<file path="src/rtl/aes_pkg.sv">
// Shared types and constants for the AES-128 key-expansion controller.
package aes_pkg;

    typedef enum logic [1:0] {
        IDLE = 2'd0,
        EMIT = 2'd1,
        SUB  = 2'd2,
        LOAD = 2'd3
    } state_e;

    localparam logic [3:0] NR        = 4'd10;
    localparam logic [7:0] RCON_INIT = 8'h01;
    localparam logic [7:0] RCON_POLY = 8'h1b;

    // Multiply by x in GF(2^8) modulo the AES polynomial.
    function automatic logic [7:0] xtime(input logic [7:0] b);
        return {b[6:0], 1'b0} ^ (b[7] ? RCON_POLY : 8'h00);
    endfunction

endpackage

</file>
<file path="src/rtl/aes_sbox.sv">
// Combinational AES forward S-box: GF(2^8) inverse (x^254) followed by the affine map.
module aes_sbox
    import aes_pkg::*;
(
    input  logic [7:0] in_byte_i,
    output logic [7:0] out_byte_o
);

    function automatic logic [7:0] gf_mul(input logic [7:0] a, input logic [7:0] b);
        logic [7:0] acc;
        logic [7:0] aa;
        acc = 8'h00;
        aa  = a;
        for (int i = 0; i < 8; i++) begin
            acc = b[i] ? (acc ^ aa) : acc;
            aa  = xtime(aa);
        end
        return acc;
    endfunction

    logic [7:0] pow_s;
    logic [7:0] inv_s;

    // Inverse as the product x^2 * x^4 * ... * x^128 = x^254; zero maps to zero.
    always_comb begin
        pow_s = in_byte_i;
        inv_s = 8'h01;
        for (int i = 1; i < 8; i++) begin
            pow_s = gf_mul(pow_s, pow_s);
            inv_s = gf_mul(inv_s, pow_s);
        end
        out_byte_o = inv_s
                   ^ {inv_s[6:0], inv_s[7]}
                   ^ {inv_s[5:0], inv_s[7:6]}
                   ^ {inv_s[4:0], inv_s[7:5]}
                   ^ {inv_s[3:0], inv_s[7:4]}
                   ^ 8'h63;
    end

endmodule

</file>
<file path="src/rtl/key_schedule.sv">
// Existing word XOR chain of the AES-128 key schedule: next round key from K and the g() result.
module key_schedule (
    input  logic [127:0] K,
    input  logic [31:0]  result,
    output logic [127:0] round_key
);

    logic [31:0] w0_s, w1_s, w2_s, w3_s;

    assign w0_s      = K[127:96] ^ result;
    assign w1_s      = K[95:64]  ^ w0_s;
    assign w2_s      = K[63:32]  ^ w1_s;
    assign w3_s      = K[31:0]   ^ w2_s;
    assign round_key = {w0_s, w1_s, w2_s, w3_s};

endmodule

</file>
<file path="src/rtl/aes_key_expand_ctrl.sv">
// Sequential AES-128 key expansion: time-shared S-box computes SubWord(RotWord(W3)),
// key_schedule builds each round key, round keys 0..10 leave over valid/ready.
module aes_key_expand_ctrl
    import aes_pkg::*;
#(
    parameter int SBOX_PER_CYCLE = 1
) (
    input  logic         clk,
    input  logic         rst_n,
    input  logic         start,
    input  logic [127:0] key_in,
    output logic         busy,
    output logic         rk_valid,
    input  logic         rk_ready,
    output logic [3:0]   rk_index,
    output logic [127:0] round_key,
    output logic         done
);

    localparam logic [2:0] STEP_C = 3'(SBOX_PER_CYCLE);
    localparam logic [2:0] LAST_C = 3'(4 - SBOX_PER_CYCLE);

    state_e       state_q;
    logic [127:0] key_q;
    logic [31:0]  sub_q;
    logic [31:0]  sub_d;
    logic [7:0]   rcon_q;
    logic [3:0]   idx_q;
    logic [2:0]   cnt_q;
    logic         busy_q;
    logic         valid_q;
    logic         done_q;

    logic [31:0]  rot_s;
    logic [31:0]  result_s;
    logic [127:0] ks_key_s;
    logic [7:0]   lane_in_s  [SBOX_PER_CYCLE];
    logic [7:0]   lane_out_s [SBOX_PER_CYCLE];

    assign rot_s    = {key_q[23:0], key_q[31:24]};
    assign result_s = {sub_q[31:24] ^ rcon_q, sub_q[23:0]};

    // Lane l handles byte cnt+l of the rotated word, byte 0 being the most significant.
    always_comb begin
        for (int l = 0; l < SBOX_PER_CYCLE; l++) begin
            logic [1:0] b_s;
            b_s          = cnt_q[1:0] + 2'(l);
            lane_in_s[l] = rot_s[{~b_s, 3'b000} +: 8];
        end
    end

    // Merge this cycle's substituted bytes into the SubWord accumulator.
    always_comb begin
        sub_d = sub_q;
        for (int l = 0; l < SBOX_PER_CYCLE; l++) begin
            logic [1:0] b_s;
            b_s                         = cnt_q[1:0] + 2'(l);
            sub_d[{~b_s, 3'b000} +: 8] = lane_out_s[l];
        end
    end

    for (genvar g = 0; g < SBOX_PER_CYCLE; g++) begin : g_lane
        aes_sbox u_sbox (
            .in_byte_i  (lane_in_s[g]),
            .out_byte_o (lane_out_s[g])
        );
    end

    key_schedule u_key_schedule (
        .K         (key_q),
        .result    (result_s),
        .round_key (ks_key_s)
    );

    // Controller FSM; key_q doubles as the registered round_key output.
    always_ff @(posedge clk or negedge rst_n) begin
        if (!rst_n) begin
            state_q <= IDLE;
            key_q   <= 128'h0;
            sub_q   <= 32'h0;
            rcon_q  <= RCON_INIT;
            idx_q   <= 4'd0;
            cnt_q   <= 3'd0;
            busy_q  <= 1'b0;
            valid_q <= 1'b0;
            done_q  <= 1'b0;
        end else begin
            done_q <= 1'b0;
            case (state_q)
                IDLE: begin
                    if (start) begin
                        key_q   <= key_in;
                        rcon_q  <= RCON_INIT;
                        idx_q   <= 4'd0;
                        busy_q  <= 1'b1;
                        valid_q <= 1'b1;
                        state_q <= EMIT;
                    end
                end
                EMIT: begin
                    if (rk_ready) begin
                        valid_q <= 1'b0;
                        if (idx_q == NR) begin
                            busy_q  <= 1'b0;
                            done_q  <= 1'b1;
                            state_q <= IDLE;
                        end else begin
                            cnt_q   <= 3'd0;
                            state_q <= SUB;
                        end
                    end
                end
                SUB: begin
                    sub_q <= sub_d;
                    cnt_q <= cnt_q + STEP_C;
                    if (cnt_q == LAST_C) begin
                        state_q <= LOAD;
                    end
                end
                LOAD: begin
                    key_q   <= ks_key_s;
                    rcon_q  <= xtime(rcon_q);
                    idx_q   <= idx_q + 4'd1;
                    valid_q <= 1'b1;
                    state_q <= EMIT;
                end
                default: begin
                    state_q <= IDLE;
                end
            endcase
        end
    end

    assign busy      = busy_q;
    assign rk_valid  = valid_q;
    assign rk_index  = idx_q;
    assign round_key = key_q;
    assign done      = done_q;

endmodule

</file>
<file path="config.mk">
export PLATFORM = sky130hd
export DESIGN_NAME = aes_key_expand_ctrl
export DESIGN_NICKNAME = d
export VERILOG_FILES = /design/src/rtl/aes_pkg.sv /design/src/rtl/aes_sbox.sv /design/src/rtl/key_schedule.sv /design/src/rtl/aes_key_expand_ctrl.sv
export SDC_FILE = /design/constraint.sdc
export NUM_CORES = 1
export LEC_CHECK = 0
export BUFFER_PORTS_ARGS = -buffer_cell sky130_fd_sc_hd__buf_2
export CORE_ASPECT_RATIO = 1.4
export CORE_MARGIN = 1.5
export CORE_UTILIZATION = 45
export CTS_BUF_LIST = sky130_fd_sc_hd__clkbuf_8
export DETAILED_ROUTE_END_ITERATION = 10
export SYNTH_ARGS = -nofsm -noshare
export SYNTH_HDL_FRONTEND = slang
export SYNTH_SLANG_ARGS = --single-unit
</file>
<file path="constraint.sdc">
create_clock -name clk -period 31.7 [get_ports clk]
set_clock_uncertainty 0.15 [all_clocks]
set_input_delay 3.17 -clock clk [delete_from_list [all_inputs] [get_ports clk]]
set_output_delay 3.17 -clock clk [all_outputs]
set_load 0.02 [all_outputs]
</file>
; ---- After elaboration in Yosys (flattened, before gate mapping)
; Cells that the tools add are included.
[totals]
output_inout_bits = 135
word_cells = 464
regBits = 180
inputBits = 132
[op_classes]
bitwise_logic = 201
muxes = 228
addsub = 3
n_eq_ne = 10
shift = 3
reduce_logical = 10
[ops]
columns = op, n
row1 = $xor A8 B8 Y8, 186
row2 = $mux W8, 106
row3 = $mux W5, 93
row4 = $pmux W128 S2, 1
row5 = $mux W128, 1
row6 = $xor A32 B32 Y32, 4
row7 = $bwmux W32, 1
row8 = $shift A8 B7 Y32 const A, 1
row9 = $shiftx A32 B6 Y8, 1
row10 = $shiftx A8 B7 Y32, 1
row11 = $pmux W8 S2, 1
row12 = $xor A8 B5 Y8, 2
row13 = $mux W2, 5
row14 = $ne A2 B2 Y1 const B, 5
row15 = $mux W3, 3
row16 = $reduce_and A3 Y1, 3
row17 = $mux W1, 8
row18 = $mux W4, 2
row19 = $pmux W2 S4, 1
row20 = $pmux W4 S2, 1
row21 = $mux W7, 1
row22 = $neg A5 Y7, 1
row23 = $not A1 Y1 const A, 7
row24 = $mux W6, 1
row25 = 16 further kinds, 19

; ---- Longest topological paths before layout
; Gate-level depths: netlist of run 1.
[depth]
word_depth = 136
depth_mapped = 65
mapped_depth_nobuf = 54

; ---- Cells and area by module
; A second synthesis of run 1 with hierarchy kept.
[unflattened]
cells_unflattened = 2859
hier_area_um2 = 24943.9
[modules_own_cells]
columns = mod, cells_each, seq_area_each_um2, area_per_inst_um2, instances
row1 = aes_sbox, 1949, 0.0, 14396.3, 1
row2 = aes_key_expand_ctrl, 750, 4505.6, 8465.6, 1
row3 = key_schedule, 160, 0.0, 2082.0, 1

; ---- Worst setup path after synthesis of run 1
; No wires, ideal clock.
[synth_timing]
path_type = register to register
from = reg cnt_q[0]
to = reg sub_q[6]
period_less_slack_ns = 15.541
path_buffers = 10
arrival_ns = 15.264
setup_ns = 0.127
t_required_ns = 31.423
stages_incl_launch_ff = 63
slack_ns = 16.159
cell_sequence = dfrtp_1 -> mux4_2 -> buf_2 -> buf_2 -> ha_1 -> buf_2 -> nand2_1 -> xnor2_2 -> inv_2 -> buf_2 -> buf_1 -> ha_1 -> clkbuf_1 -> inv_1 -> xnor3_1 -> mux2i_1 -> o21ai_0 -> nand2_1 -> [... 27 more ...] -> nand2b_1 -> a32oi_1 -> a221oi_1 -> or4_1 -> nor3_1 -> nor2_1 -> clkbuf_1 -> nor2_1 -> xnor2_2 -> xnor3_2 -> xor2_4 -> nor3b_1 -> nor4_2 -> xnor2_1 -> xnor3_2 -> xnor3_2 -> xor2_2 -> o21ai_1
[synth_between]
elab_chain_cells = 133
elab_cells_between_ends = 396
cone_classes = add/sub (1) / shift (3) / mux (204) / bitwise (188)
[synth_rtl]
columns = element, line
row1 = from (decl), aes_key_expand_ctrl.sv:29  ; logic [2:0] cnt_q;
row2 = from (signal assigned), aes_key_expand_ctrl.sv:115  ; cnt_q <= cnt_q + STEP_C;
row3 = $not A2 Y2 (*), "aes_key_expand_ctrl.sv:48, aes_key_expand_ctrl.sv:58"
row4 = $shiftx A32 B6 Y8, aes_key_expand_ctrl.sv:48  ; lane_in_s[l] = rot_s[{~b_s, 3'b000} +: 8];
row5 = "$mux W5, or another cell as far along", aes_pkg.sv:17  ; return {b[6:0], 1'b0} ^ (b[7] ? RCON_POLY : 8'h00);
row6 = $xor A8 B8 Y8 (on tied branches), "aes_pkg.sv:17, aes_sbox.sv:15"
row7 = $xor A8 B8 Y8 or $mux W8 (tied branches), aes_sbox.sv:15  ; acc = b[i] ? (acc ^ aa) : acc;
row8 = $mux W8 or $xor A8 B8 Y8 (tied branches), aes_sbox.sv:15
row9 = $xor A8 B8 Y8 or $mux W8 (tied branches), aes_sbox.sv:15
row10 = $mux W8 or $xor A8 B8 Y8 (tied branches), aes_sbox.sv:15
row11 = [... 117 more ...], -
row12 = $mux W8, aes_sbox.sv:15
row13 = $xor A8 B8 Y8, aes_sbox.sv:33  ; ^ {inv_s[6:0], inv_s[7]}
row14 = $xor A8 B8 Y8, aes_sbox.sv:34  ; ^ {inv_s[5:0], inv_s[7:6]}
row15 = $xor A8 B8 Y8, aes_sbox.sv:35  ; ^ {inv_s[4:0], inv_s[7:5]}
row16 = $xor A8 B8 Y8, aes_sbox.sv:36  ; ^ {inv_s[3:0], inv_s[7:4]}
row17 = $not A4 Y4 (no source line), -
row18 = $shiftx A8 B7 Y32, aes_key_expand_ctrl.sv:58  ; sub_d[{~b_s, 3'b000} +: 8] = lane_out_s[l];
row19 = $bwmux W32 (*), aes_key_expand_ctrl.sv:58
row20 = to (signal assigned), aes_key_expand_ctrl.sv:114  ; sub_q <= sub_d;
row21 = to (decl), aes_key_expand_ctrl.sv:25  ; logic [31:0] sub_q;
; Every way passes the cells marked *; elsewhere a longest branch is shown, timed or not.
; A chain may end at the register's enable or synchronous reset.

; ---- Worst setup path in the final report of run 1
[layout_timing]
from = reg cnt_q[0]
to = reg sub_q[13]
; Same word-level chain as after synthesis.

==> results of run 1 <==
-- cell usage after synthesis, drive strengths merged (55+ instances only) --
cell,number,area [um^2]
a21oi,197,997
buf,65,339
clkbuf,151,567
dfrtp,179,4480
mux2i,89,891
nand2,270,1020
nand3,134,681
nor2,333,1280
nor3,72,382
o21ai,215,1090
o22a,55,482
o22ai,168,1050
xnor2,434,4240
xnor3,106,2410
xor2,137,1310
-- registers in the layout, summed over array words and instances, names as in the netlist --
register / cells
busy: 1
cnt_q: 3
done: 1
rcon_q: 8
rk_index: 4
rk_valid: 1
round_key: 128
state_q: 2
sub_q: 32
-- worst register-to-register path: cells and delay by family, from the launching register on --
family	cells	cell delay, ps
AO/OA/AOI/OAI	5	1250
XOR/XNOR	28	10140
adder cells (fa/ha/maj)	3	1240
AND/OR/NAND/NOR	7	1810
flip-flops	1	330
buffers and inverters	4	950
multiplexers	5	2370
-- metrics by stage --
stage	cell area, um^2	std cells
final	27900	3984
after global routing	27900	3981
after CTS	27900	3975
after detailed placement	27500	3943
after global placement	27500	3943
after floorplan	25500	3093
-- cells by family after synthesis --
family	count (synthesis)
AO/OA/AOI/OAI	894
XOR/XNOR	698
adder cells (fa/ha/maj)	20
buffers and inverters	252
flip-flops	180
multiplexers	112
AND/OR/NAND/NOR	937
-- worst min-delay path by stage --
stage                                       end  slack (ps)
after detailed placement   rk_valid$_DFFE_PN0P_         350
after CTS                  rk_valid$_DFFE_PN0P_         370
final                      rk_valid$_DFFE_PN0P_         380
after floorplan           sub_q[25]$_DFFE_PN0P_         320
after global placement     rk_valid$_DFFE_PN0P_         330
after global routing       rk_valid$_DFFE_PN0P_         400
-- cell type report --
cell class / instances / area share (%)
inverter: 36 / 0.484
multi-input combinational: 2661 / 71.9
antenna: 9 / 0.0806
clock inverter: 14 / 0.676
clock buffer: 18 / 0.887
sequential: 180 / 16.1
timing repair buffer: 331 / 6.54
tap: 735 / 3.29
-- routing by layer --
metal	vias to the layer above	wire length, um
met1	12200	36500
li1	11500	-
met2	1083	46000
met5	-	0
met3	221	5290
met4	0	4680
==> results.env, run 1 <==
WORST_EP_ARRIVAL_TIME_PS=18590
DETAIL_ROUTE.ITER0.VIOLATIONS=2034
SYNTH_COMPOUND_GATE_AREA_SHARE_PCT=22.6
CRITPATHLAUNCHTYPE='flop'
DRT_WL_TOTAL_MM=92.5
SLEW_HEADROOM_PCT=17.4
CTS_BUFFER_DEPTH=2
REG2REG_SETUP_SLACK_PS=13370
SYNTH_FLOP_CELL='dfrtp_1'
SYNTHXORXNORAREAFRAC_PCT=33.2
FINALSETUPVIOLATIONS=0
CTS_H_TREE_DEPTH=4
CP.BUFFERS_INVERTERS=4
SYNTH_SIMPLE_GATE_AREA_SHARE_PCT=16.6
CLOCK_LATENCY_AT_THE_LATER_PIN_OF_THE_WORST_SKEW_PAIR_PS=490
MAX_CAP_VIOL_COUNT=0
POST_SYNTH.CELL_AREA_AVG_UM2=8.25
HOLD-PATH-CELL-COUNT=1
DIE_HEIGHT_UM=285
SEQCELLAREA_UM2=4510
MAIN_COMBINATIONAL_CELL_FAMILY_BY_AREA_AFTER_SYNTHESIS='XOR/XNOR gates'
STATUS='finished, final reports clean'
DIE_W_UM=204
DESIGN.DIE.AREA_UM2=58200
SYNTHESIS.INSTANCES=3093
CRIT_TOP_CELL='xnor2_1'
NUMBER_OF_CELLS_ON_THE_WORST_REG_TO_REG_PATH=52
FILLCELLCOUNT=5570
CRIT_START='cnt_q[0]$_DFFE_PN0P_'
REMAINING_GLOBAL_ROUTE_OVERFLOW=0
FINALNETCOUNT=3379
INITIAL_CORE_UTILIZATION_PCT=45.4
GRTUSAGETOTAL_PCT=31.3
SYN_TO_FINAL_GROWTH_PCT=9.42
ACHIEVABLE-FREQUENCY_MHz=54.6
YOSYS_REGISTER_BITS=180
FINAL_PERIOD_MINUS_WORST_SETUP_SLACK_PS=18330
FIRST_GLOBAL_VIAS=24000
CORE_REGION_AREA_UM2=56200
CTS_TREE='yes'
DETAILED_PLACE_HPWL_MM=69.0
USE_MET1_PCT=38.9
CTS.REPORTEDPATHS.CLKPINSLEW_PS=110
SHARE_OF_CELLS_ABOVE_DRIVE_STRENGTH_1_PCT=15.6
GR-USAGE-MET3_PCT=3.11
YOSYS_WARNINGS=0
TIGHTESTPINTRANSITION_PS=1230
WORST_R2R_STARTPOINT='cnt_q[0]$_DFFE_PN0P_'
AVGROUTEDWIREPERCELL_UM=23.2
BOUNDARY_PINS=267
HOLD_WS_PS=379
DRT.ANTENNA.VIOLATING_NETS=0
DRC=0
POST_SYNTH_NUM_CELL_TYPES=113
PLACEMENT.IO_BUFFERS=266
SYNTH_ENABLE_FLOP_CELLS=0
ASYNC_RESET_FF_SHARE_PCT=100
VIAS_PER_CELL=6.26
POST_CTS_RESIZED=0
FINAL_HOLD_VIOL_COUNT=0
POST_CTS_BUFFERS=0
NUMBER_OF_PLACEMENT_ROWS=103
WORST_R2R_ENDPOINT='sub_q[13]$_DFFE_PN0P_'
SYNTH_NETS=3245
CRITICAL-PATH-TOP-DELAY-FAMILY='XOR/XNOR gates'
GRT_SETUP_UNREPAIRED='no'
SYNTHADDERAREAFRAC_PCT=0.980
NUMBER_OF_ANTENNA_VIOLATIONS_AT_THE_FIRST_CHECK_IN_GLOBAL_ROUTING=6
CRITPATHKIND='reg2reg'
TIMING.SETUP.TNS_PS=0
YOSYSSEQAREASHARE_PCT=17.7
FINAL_CELL_MIX='xnor2_1, nor2_1, nand2_1, buf_2, a21oi_1'
DRT_PRE_ANTENNA_ITERS=6
WORST_EP_REQUIRED_TIME_PS=31960
MOSTFREQUENTLAYOUTCELL='xnor2_1'
MIN_PERIOD_OVER_PERIOD_PCT=57.8
TIMING.CRITICAL_PATH.TO_TYPE='flop'
TIMING.CRITICAL_PATH.TO='sub_q[13]$_DFFE_PN0P_'
CTS_ROOT_BUFFER='clkbuf_8'
WORST-PATH-MAX-FANOUT=24
LARGEST_NET_DEGREE_AT_THE_START_OF_GLOBAL_ROUTING=108
TIMING_MAX_TRANSITION_VIOLATIONS_FINAL=0
UTILIZATION_PCT=49.7
CTS.SINK_COUNT=180
GLOBALPLACE.CONGESTION=1.00
VIAS=24900
SYNTH.AREA.MUX_SHARE_PCT=4.95
CP.DEPTH=52
HOLD_CLASS='reg2reg'
CP_SLOWEST_STAGE_DELAY_PS=1010
GR-MAX-USAGE-LAYER='met2'
NETLIST_AREA_UM2=25500
CTS-BUFFERS-INSERTED=17
POST-ROUTE-WORST-SETUP-SLACK_PS=13370
HOLDBUFCOUNTCTS=0
MULTIINPUTGATEAREA_UM2=20100
CRITICAL_PATH.SLOWEST_CELL='xnor3_1'
GRT_PASS1_WL_MM=143
MIN_FROM='rk_valid$_DFFE_PN0P_'
DETAILEDPLACE.WORSTSLACK_PS=13640
GRT_UTIL_MET2_PCT=54.0
Power of run 1 is left out: the tool's default activity adds up to more than one toggle a clock period on the data nets, which glitch-free logic cannot reach.
==> run 2, diff against run 1 <==
Settings changed: PLACE_DENSITY set to 0.66.
Clock period 31.7 ns to 15.74 ns, I/O delays scaled along.
==> results.env, run 2 (synthesis gave the netlist of run 1 again) <==
TIGHTESTPINTRANSITION_PS=1200
DETAIL_ROUTE.ITER0.VIOLATIONS=2316
CRITPATHLAUNCHTYPE='flop'
CRIT_START='cnt_q[0]$_DFFE_PN0P_'
DETAILED_PLACE_HPWL_MM=73.1
GRT_PASS1_WL_MM=148
MIN_FROM='rk_valid$_DFFE_PN0P_'
FIN_AREA_UM2=29800
FINAL_PERIOD_MINUS_WORST_SETUP_SLACK_PS=15320
SYN_TO_FINAL_GROWTH_PCT=16.9
PLACEMENT.CELL_AREA_UM2=28300
GRTUSAGETOTAL_PCT=32.4
LARGEST_NET_DEGREE_AT_THE_START_OF_GLOBAL_ROUTING=124
CP_SLOWEST_STAGE_DELAY_PS=560
HOLD_CLASS='reg2reg'
CLOCK_LATENCY_AT_THE_LATER_PIN_OF_THE_WORST_SKEW_PAIR_PS=490
PLACEMENT.IO_BUFFERS=266
DESIGN.DIE.AREA_UM2=58200
LARGEST_REGISTER_FF_COUNT=128
DIE_W_UM=204
REG2REG_SETUP_SLACK_PS=420
FIRST_GLOBAL_VIAS=24900
CTS.SINK_COUNT=180
BOUNDARY_PINS=267
INITIAL_CORE_UTILIZATION_PCT=45.4
SHARE_OF_CELLS_ABOVE_DRIVE_STRENGTH_1_PCT=22.4
CORE_REGION_AREA_UM2=56200
NUMBER_OF_PLACEMENT_ROWS=103
WORST_EP_ARRIVAL_TIME_PS=15550
DRC=0
DRT_WL_TOTAL_MM=97.0
CRITICAL_PATH.SLOWEST_CELL='xnor3_2'
FINALSETUPVIOLATIONS=0
WORST-PATH-MAX-FANOUT=16
DRT.ANTENNA.VIOLATING_NETS=0
TIMING.CRITICAL_PATH.TO_TYPE='flop'
SLEW_HEADROOM_PCT=19.6
WORST_EP_REQUIRED_TIME_PS=15970
AVGROUTEDWIREPERCELL_UM=23.5
CTS_ROOT_BUFFER='clkbuf_8'
CRITPATHKIND='reg2reg'
FINAL_HOLD_VIOL_COUNT=0
ACHIEVABLE-FREQUENCY_MHz=65.3
DIE_HEIGHT_UM=285
WORST_R2R_STARTPOINT='cnt_q[0]$_DFFE_PN0P_'
MIN_PERIOD_OVER_PERIOD_PCT=97.3
UTILIZATION_PCT=53.1
CTS_H_TREE_DEPTH=4
FINAL_CELL_MIX='xnor2_1, nor2_1, nand2_1, buf_2, buf_4'
NUMBER_OF_ANTENNA_VIOLATIONS_AT_THE_FIRST_CHECK_IN_GLOBAL_ROUTING=12
CRITICAL-PATH-TOP-DELAY-FAMILY='XOR/XNOR gates'
TIMING_MAX_TRANSITION_VIOLATIONS_FINAL=0
NUMBER_OF_CELLS_ON_THE_WORST_REG_TO_REG_PATH=53
CTS.REPORTEDPATHS.CLKPINSLEW_PS=100
WORST_R2R_ENDPOINT='sub_q[16]$_DFFE_PN0P_'
CTS_BUFFER_DEPTH=2
CTS-BUFFERS-INSERTED=17
VIAS=25700
CTS_TREE='yes'
HOLD_WS_PS=368
VIAS_PER_CELL=6.22
REMAINING_GLOBAL_ROUTE_OVERFLOW=0
MOSTFREQUENTLAYOUTCELL='xnor2_1'
CP.BUFFERS_INVERTERS=9
MAX_CAP_VIOL_COUNT=0
FINALNETCOUNT=3524
HOLD-PATH-ENDPOINT='rk_valid$_DFFE_PN0P_'
HOLD-PATH-CELL-COUNT=1
TIMING.SETUP.TNS_PS=0
DRT_PRE_ANTENNA_ITERS=5
STATUS='finished, final reports clean'
GLOBALPLACE.CONGESTION=1.00
run 2: worst max path at each step:
stage / to / slack [ps] / depth (start not counted)
global placement: sub_q[16]$_DFFE_PN0P_ / -280 / 53
detailed placement: sub_q[21]$_DFFE_PN0P_ / -480 / 51
CTS: sub_q[16]$_DFFE_PN0P_ / 4 / 53
finish: sub_q[16]$_DFFE_PN0P_ / 420 / 53
floorplan: sub_q[6]$_DFFE_PN0P_ / 200 / 62
global route: sub_q[16]$_DFFE_PN0P_ / -110 / 55
run 2: cell type report:
class | instances | area, um^2
antenna | 5 | 12.5
clock buffer | 18 | 248
clock inverter | 14 | 149
fill | 5478 | 26400
inverter | 36 | 135
multi-input combinational | 2663 | 20900
sequential | 180 | 4510
tap | 735 | 920
timing repair buffer | 474 | 2960
run 2: worst register-to-register path, delay by kind of cell, from the launching register on:
family | cells | cell delay [ps]
flip-flops | 1 | 420
adder cells (fa/ha/maj) | 1 | 340
AND/OR/NAND/NOR | 7 | 1790
multiplexers | 2 | 940
buffers and inverters | 9 | 1730
AO/OA/AOI/OAI | 8 | 2020
XOR/XNOR | 26 | 7840
run 2: timing repair:
item,CTS,global route
pin swaps,1,29
hold buffers,0,0
buffers inserted,1,36
cloned,0,2
resized for setup,30,117
setup endpoints to repair,32,32
run 2: metal layers:
layer  global-route usage (%)  vias to the layer above  routed length (um)
li1                         -                    11800                   -
met1                     38.3                    12500               36500
met2                     57.3                     1143               48900
met3                     3.57                      301                5650
met4                     17.1                        6                5970
met5                        0                        -                  34
run 2: stage by stage:
stage,instances,setup WS (ps)
after floorplan,3093,199
after global routing,4123,-107
final,4125,420
after global placement,4049,-284
after CTS,4082,4.10
after detailed placement,4049,-483
Power of run 2 is left out for the same reason.
==> run 3, diff against run 2 <==
Settings changed: ABC_AREA set to 1, CORE_UTILIZATION 45 to 57, PLACE_DENSITY 0.66 to 0.8.
==> results.env, run 3 <==
CRITICAL_PATH.SLOWEST_CELL='xnor2_1'
CTS-BUFFERS-INSERTED=17
YOSYS_WARNINGS=0
DETAILED_PLACE_HPWL_MM=75.9
YOSYSSEQAREASHARE_PCT=15.8
FIRST_GLOBAL_VIAS=31800
CTS.REPORTEDPATHS.CLKPINSLEW_PS=110
SYNTH_FLOP_CELL='dfrtp_1'
TIMING_MAX_TRANSITION_VIOLATIONS_FINAL=0
DESIGN.DIE.AREA_UM2=51500
CRITPATHKIND='reg2reg'
LARGEST_REGISTER_FF_COUNT=128
POST_SYNTH_NUM_CELL_TYPES=51
SYNTH_COMMONEST_CELLS='nand2_1, nand3_1, inv_1'
WORST_EP_REQUIRED_TIME_PS=16020
MAX_CAP_VIOL_COUNT=0
NUMBER_OF_PLACEMENT_ROWS=96
DIE_W_UM=192
DIE_HEIGHT_UM=268
LARGEST_NET_DEGREE_AT_THE_START_OF_GLOBAL_ROUTING=120
PLACEMENT.IO_BUFFERS=266
DRT_WL_TOTAL_MM=98.5
CP.BUFFERS_INVERTERS=17
NETLIST_AREA_UM2=28600
FINAL_CELL_MIX='nand2_1, nand3_1, inv_1, nor2_1, buf_2'
DRC=0
FINAL_HOLD_VIOL_COUNT=0
BOUNDARY_PINS=267
VIAS=34600
CRITICAL-PATH-TOP-DELAY-FAMILY='simple AND/OR/NAND/NOR gates'
MOSTFREQUENTLAYOUTCELL='nand2_1'
SYNTH_ENABLE_FLOP_CELLS=0
ACHIEVABLE-FREQUENCY_MHz=68.2
CRIT_TOP_CELL='nand2_1'
DETAILEDPLACE.WORSTSLACK_PS=522
DETAIL_ROUTE.ITER0.VIOLATIONS=3526
DRT_PRE_ANTENNA_ITERS=10
FINALNETCOUNT=5530
SHARE_OF_CELLS_ABOVE_DRIVE_STRENGTH_1_PCT=12.8
CORE_REGION_AREA_UM2=49200
SLEW_HEADROOM_PCT=27.6
SYNTHESIS.INSTANCES=5214
NUMBER_OF_ANTENNA_VIOLATIONS_AT_THE_FIRST_CHECK_IN_GLOBAL_ROUTING=5
CTS_ROOT_BUFFER='clkbuf_8'
REMAINING_GLOBAL_ROUTE_OVERFLOW=0
SYNTH_NETS=5366
INSTANCES_NO_FILL=6032
AVGROUTEDWIREPERCELL_UM=16.3
POST-ROUTE-WORST-SETUP-SLACK_PS=1080
WORST_EP_ARRIVAL_TIME_PS=14930
CTS.SINK_COUNT=180
ASYNC_RESET_FF_SHARE_PCT=100
CP_SLOWEST_STAGE_DELAY_PS=730
TIMING.SETUP.TNS_PS=0
CELL_TYPES_WITH_THE_LARGEST_AREA_SHARE_AFTER_SYNTHESIS='nand2_1, dfrtp_1, nand3_1'
MIN_PERIOD_OVER_PERIOD_PCT=93.1
GRTUSAGETOTAL_PCT=37.9
PLACED_CELLS_INCL_TAPS=5992
POST_SYNTH.CELL_AREA_AVG_UM2=5.48
WORST-PATH-MAX-FANOUT=25
FINALSETUPVIOLATIONS=0
SYNTH_LARGEST_AREA_CELL='nand2_1'
GLOBALPLACE.CONGESTION=1.02
CRITPATHLAUNCHTYPE='flop'
SYNTH.MOST_COMMON_CELL='nand2_1'
STATUS='finished, final reports clean'
CTS_TREE='yes'
TIGHTESTPINTRANSITION_PS=1090
GRT_PASS1_WL_MM=159
HOLD_CLASS='reg2reg'
CLOCK_LATENCY_AT_THE_LATER_PIN_OF_THE_WORST_SKEW_PAIR_PS=500
DRT.ANTENNA.VIOLATING_NETS=0
YOSYS_REGISTER_BITS=180
FINAL_PERIOD_MINUS_WORST_SETUP_SLACK_PS=14660
CTS_BUFFER_DEPTH=2
SYN_TO_FINAL_GROWTH_PCT=7.37
CTS_H_TREE_DEPTH=4
TIMING.CRITICAL_PATH.TO_TYPE='flop'
VIAS_PER_CELL=5.74
INITIAL_CORE_UTILIZATION_PCT=58.0
SYNTH.TOP_CELL.AREA_SHARE_PCT=29.1
[run 3: metal layers]
layer	global-route usage, %	share of wire (%)
met1	44.1	38
met2	65.6	48
met3	4.73	7.7
met4	23.9	6.8
met5	0	0
[run 3: final cells by class]
cell class / instances / area, um^2
antenna: 5 / 12.5
clock buffer: 17 / 234
clock inverter: 14 / 163
fill: 5000 / 18600
inverter: 570 / 2180
multi-input combinational: 4303 / 21100
sequential: 180 / 4510
tap: 637 / 797
timing repair buffer: 306 / 1650
[run 3: tightest hold or removal path, stage by stage (launching register included)]
cell and delay [ps]:
dfstp_2 400, nand2_1 60, nand2_1 50
[run 3: logic make-up after synthesis]
group	Yosys count	synth area share, %
buffers and inverters	731	11.1
AOI/OAI and AO/OA	369	7.49
and+or+nand+nor	3604	54.8
xor gates and xnor gates	310	9.93
adders and majority gates	20	0.876
DFF	180	15.8
[run 3: per-stage QoR]
step	instance area [um^2]	utilization [%]	hold WS, ps
2_1_floorplan	28600	-	316
3_3_place_gp	30000	60.9	328
3_5_place_dp	30000	60.9	328
4_1_cts	30400	61.7	347
5_1_grt	30700	62.3	365
6_report	30700	62.3	345
[run 3: final timing paths]
kind / startpoint / end / slack (ps) / cells past startpoint
worst max-delay path: cnt_q[0]$_DFFE_PN0P_ / sub_q[30]$_DFFE_PN0P_ / 1080 / 106
worst min-delay path: rcon_q[0]$_DFFE_PN1P_ / rcon_q[0]$_DFFE_PN1P_ / 350 / 2
worst max register to register: cnt_q[0]$_DFFE_PN0P_ / sub_q[30]$_DFFE_PN0P_ / 1080 / 106
worst min register to register: rcon_q[0]$_DFFE_PN1P_ / rcon_q[0]$_DFFE_PN1P_ / 350 / 2
max in group asynchronous: rst_n / rcon_q[7]$_DFFE_PN0P_ / 12930 / 2
min in group asynchronous: rst_n / round_key[101]$_DFFE_PN0P_ / 1010 / 1
[run 3: repair_timing]
item,4_1_cts,5_1_grt
setup endpoints to repair,0,32
hold buffers,0,0
resized for setup,0,69
setup buffers,0,4
Power of run 3 is left out for the same reason.
